**config.mk**
```make
export PLATFORM = sky130hd
export DESIGN_NAME = prog_period_tick_gen
export DESIGN_NICKNAME = d
export VERILOG_FILES = /design/src/rtl/prog_period_tick_gen.sv
export SDC_FILE = /design/constraint.sdc
export NUM_CORES = 1
export LEC_CHECK = 0
export CORE_AREA = 8 8 94 159
export DETAILED_ROUTE_END_ITERATION = 7
export DIE_AREA = 0 0 102 167
export GPL_TIMING_DRIVEN = 0
export PLACE_DENSITY_LB_ADDON = 0.2
export SLEW_MARGIN = 20
export SYNTH_ARGS = -nofsm -noshare
export SYNTH_HDL_FRONTEND = slang
export SYNTH_SLANG_ARGS = --single-unit
```
**constraint.sdc**
```tcl
create_clock -name clk -period 8.4 [get_ports clk]
set_input_delay 1.68 -clock clk [delete_from_list [all_inputs] [get_ports clk]]
set_output_delay 1.68 -clock clk [all_outputs]
set_load 0.005 [all_outputs]
```
**src/rtl/prog_period_tick_gen.sv**
```systemverilog
// Programmable-period tick and square-wave source.
// A new period is adopted only at a wrap or restart, never mid-period.
module prog_period_tick_gen #(
  parameter int unsigned W          = 27,
  parameter int unsigned PER0       = 11_000,
  parameter int unsigned PER1       = 20_000,
  parameter int unsigned PER2       = 100_000,
  parameter int unsigned PER3       = 300_000,
  parameter int unsigned PER4       = 6_000_000,
  parameter int unsigned PER5       = 17_000_000,
  parameter int unsigned PER6       = 76_000_000,
  parameter int unsigned PER7       = 100_000_000,
  parameter int unsigned CUSTOM_DEF = 1_000,
  parameter int unsigned TW         = 16
) (
  input  logic          clk,
  input  logic          reset,
  input  logic          en,
  input  logic          restart,
  input  logic [2:0]    sel,
  input  logic          use_custom,
  input  logic          load,
  input  logic [W-1:0]  load_val,
  output logic          tick,
  output logic          sq,
  output logic [W-1:0]  period,
  output logic [TW-1:0] tick_cnt
);

  function automatic logic [W-1:0] clamp(input logic [W-1:0] x);
    return (x < W'(2)) ? W'(2) : x;
  endfunction

  localparam logic [W-1:0] P0_RST = (W'(PER0) < W'(2)) ? W'(2) : W'(PER0);

  logic [W-1:0]  cnt_q, cnt_d;
  logic [W-1:0]  p_act_q, p_act_d;
  logic [W-1:0]  custom_q, custom_d;
  logic [TW-1:0] tc_q, tc_d;
  logic [W-1:0]  preset;
  logic [W-1:0]  p_sel;
  logic          wrap;

  always_comb begin
    preset = W'(PER0);
    unique case (sel)
      3'd0: preset = W'(PER0);
      3'd1: preset = W'(PER1);
      3'd2: preset = W'(PER2);
      3'd3: preset = W'(PER3);
      3'd4: preset = W'(PER4);
      3'd5: preset = W'(PER5);
      3'd6: preset = W'(PER6);
      3'd7: preset = W'(PER7);
    endcase
  end

  // custom_q (not custom_d) so a load coinciding with restart sees the old value
  assign p_sel = use_custom ? custom_q : preset;
  assign wrap  = (cnt_q == p_act_q - W'(1));

  always_comb begin
    cnt_d    = cnt_q;
    p_act_d  = p_act_q;
    tc_d     = tc_q;
    custom_d = load ? load_val : custom_q;
    if (restart) begin
      cnt_d   = '0;
      p_act_d = clamp(p_sel);
    end else if (en) begin
      if (wrap) begin
        cnt_d   = '0;
        p_act_d = clamp(p_sel);
        tc_d    = tc_q + TW'(1);
      end else begin
        cnt_d = cnt_q + W'(1);
      end
    end
  end

  always_ff @(posedge clk or posedge reset) begin
    if (reset) begin
      cnt_q    <= '0;
      p_act_q  <= P0_RST;
      custom_q <= W'(CUSTOM_DEF);
      tc_q     <= '0;
    end else begin
      cnt_q    <= cnt_d;
      p_act_q  <= p_act_d;
      custom_q <= custom_d;
      tc_q     <= tc_d;
    end
  end

  assign tick     = en & wrap;
  assign sq       = (cnt_q < (p_act_q >> 1));
  assign period   = p_act_q;
  assign tick_cnt = tc_q;

endmodule
```
==> run summary <==
Simple-Gate Fraction of Synth Area: 18.8%
Vias in the first global route: 5425
Total CTS buffers: 9
Combinational group share of total power: 21.5%
Switch share: 29.8%
Share of cells above drive strength 1: 11.7%
Complex-gate fraction of the synthesized area: 9.21%
Setup crit end: sq
Synth Area in XOR/XNOR: 10.1%
Worst Path Required: 6.72 ns
Most common cell in the netlist: dfrtp_1
Final Setup Violations: 0
Final core occ: 59.2%
Die width: 102 um
Clock latency on the worst-skew pair: 0.35 ns
Pre-CTS setup slack: 3.06 ns
CP startpoint kind: flip-flop
Synth area leaders: dfrtp_1, ha_1, dfstp_2
Seq/Total Area, Yosys: 39.1%
Top cell type's share of synthesized area: 33.2%
Post-cts hold buffer count: 0
Cell taking the most area after synthesis: dfrtp_1
Largest fanout on the critical path: 6
Critical Path Sink Type: primary output
IR drop worst, VDD: 0.116 mV
First-pass DRT Iterations: 4
Synth-to-layout area growth: 21.1%
Floorplan row count: 55
Root buffer cell: clkbuf_16
Skew final: 0.0105 ns
Mapped Nets: 722
FF+latch count, synth: 97
P_sw: 0.000369 W
Main synth FF type: dfrtp_1
IO Port Bufs: 78
Kind of critical path: flip-flop to primary output
Post-synthesis cell type count: 60
Slew headroom: 23.8%
Final Hold Vio Count: 0
Total number of vias: 5172
Netlist Area Pre-Place: 6250 um^2
Htree depth: 3
Leak pwr: 3.35 nW
Starting Density: 48.8%
RR Endpoint: period[8]$_DFFE_PP0P_
Final WL: 17.5 mm
Worst Setup SP: period[13]$_DFFE_PP1P_
P per Cell Area: 164 nW/um^2
Max Cap Viol: 0
Core area: 12800 um^2
N_diodes: 0
Hold Crit Start: tick_cnt[15]$_DFFE_PP0P_
Die ar.: 17000 um^2
DRC viols: 0
GRT Total Usage: 21.2%
Vias per cell: 5.64
DR WL/cell: 19.1 um
CTS resizes: 0
Clock slew at reported path FFs: 0.06 ns
Tcrit/Tclk final: 69.6%
Setup TNS: 0 ns
Adder-cell share of the synthesized area: 7.00%
RePlAce Congestion: 0.927
Register share of total power: 45.1%
Clock share of power: 33.4%
Warnings from Yosys: 0
Unrepaired setup endpoints after global routing: no
Worst slew pin tran: 1.11 ns
GR Overflow Total: 0
Remaining antenna violation count: 0
Status: finished clean
Post-synthesis mux area share: 11.2%
DP HPWL: 14.0 mm
FILL cells: 1170
WP data arrival: 4.17 ns
# Post-CTS Setup Buffers: 0
Largest net degree at the start of global routing: 50
Final worst slack: 2.55 ns
Commonest cells post-synth: dfrtp_1, nor2_1, nand2_1
Syn Inst Count: 651
Combinational family with the most area after synthesis: simple AND/OR/NAND/NOR gates
First-pass GRT wire length: 28.1 mm
Period minus WS final: 5.85 ns
Post-synth ARST share: 100%
IO Count: 81
Max Clk Rate: 171 MHz
Post-Syn Area per Cell: 9.60 um^2
Iteration-0 DRC Markers: 210
Post-synth EDFFs: 0
Initial antenna violation count: 0
Clock Path Buffers: 2
Worst hold path class: flip-flop to flip-flop
Reg-to-reg critical path startpoint: period[0]$_DFFE_PP0P_
Final Max Slew Viols: 0
Int Power: 0.000871 W
TritonCTS Sinks: 97
Reg2reg path depth: 13
Die H: 167 um
Worst R2R Setup Slack: 4.33 ns
Layout Nets: 812
CTS tree: built
-- cell families (layout without fill, tap and decap cells) --
group                    Yosys count  in the layout
AND/OR/NAND/NOR                  226            226
flip-flops                        97             97
AO/OA/AOI/OAI                     89             89
XOR/XNOR                          72             72
buffers and inverters             67            162
multiplexers                      65             65
adder cells (fa/ha/maj)           35             35
-- layout by cell type, fill, tap and decap left out, types with 4 or more instances in the layout --
master           Yosys  final
clkdlybuf4s50_1      0     78
mux2i_1             26     26
mux2_2              32     32
o21ai_0             26     26
nand2_1             44     44
a21oi_1             24     24
nor3_1              20     20
mux2_1               7      7
xor2_1              40     40
nand3_1             22     22
buf_2                4      4
nor2_1              60     60
nand2b_1             7      7
ha_1                35     35
a22oi_1              4      4
clkbuf_16            0      9
buf_4                4      4
and2_1               4      4
nor2b_1              4      4
xnor2_1             32     32
a21o_1              13     13
nor4_1              12     12
dfrtp_1             83     83
dfstp_2             14     14
nand4b_1             4      4
nand4_1             24     24
clkbuf_1            13     14
inv_1               42     41
-- flip-flops by register name, indices dropped and copies added, names as in the netlist --
| signal | cells |
|---|---|
| cnt_q | 27 |
| custom_q | 27 |
| period | 27 |
| tick_cnt | 16 |
-- how the worst min path moves through the flow --
stage                               end  slack [ns]  cells after the start
2_1_floorplan  tick_cnt[15]$_DFFE_PP0P_        0.46                      1
3_3_place_gp   tick_cnt[15]$_DFFE_PP0P_        0.46                      1
3_5_place_dp   tick_cnt[15]$_DFFE_PP0P_        0.46                      1
4_1_cts        tick_cnt[15]$_DFFE_PP0P_        0.48                      1
5_1_grt        tick_cnt[15]$_DFFE_PP0P_        0.50                      1
6_report       tick_cnt[15]$_DFFE_PP0P_        0.47                      1
-- critical path, cell delays in order, from the launching register on --
cell	delay (ns)
dfstp_2	0.59
inv_1	0.09
ha_1	0.32
a21o_1	0.16
a21o_1	0.17
a21o_1	0.19
a21o_1	0.18
a21oi_1	0.14
o21ai_0	0.10
a2111oi_0	0.95
a21boi_0	0.39
clkdlybuf4s50_1	0.57
-- through the flow --
stage	power [W]	hold WS (ns)	instances	cell area (um^2)
2_1_floorplan	0.000711	0.465	651	6250
3_3_place_gp	0.000825	0.459	900	7250
3_5_place_dp	0.000835	0.460	901	7280
4_1_cts	0.00125	0.476	917	7570
5_1_grt	0.00129	0.497	917	7570
6_report	0.00124	0.472	917	7570
-- power groups by stage --
stage | combinational, W | sequential [W] | clock, W
2_1_floorplan | 0.000161 | 0.000550 | 0
5_1_grt | 0.000292 | 0.000564 | 0.000437
4_1_cts | 0.000269 | 0.000559 | 0.000421
6_report | 0.000266 | 0.000560 | 0.000415
3_3_place_gp | 0.000258 | 0.000567 | 0
3_5_place_dp | 0.000267 | 0.000568 | 0
-- per-layer routing --
layer	global-route usage (%)	up-vias	part of all wire, %
met5	0	-	0
met4	12.2	0	5.0
met1	22.9	2526	38
met3	3.42	46	4.1
met2	37.2	134	53
li1	-	2466	-
-- area by class of cell --
type | count | area, um^2 | share of cell area (%)
buffer | 24 | 125 | 1.65
clock buffer | 10 | 229 | 3.02
clock inverter | 6 | 65.1 | 0.859
inverter | 43 | 166 | 2.20
multi-input combinational | 487 | 3520 | 46.5
sequential | 97 | 2440 | 32.3
tap | 171 | 214 | 2.83
timing repair buffer | 79 | 808 | 10.7
(Power assumes the default switching activity.)
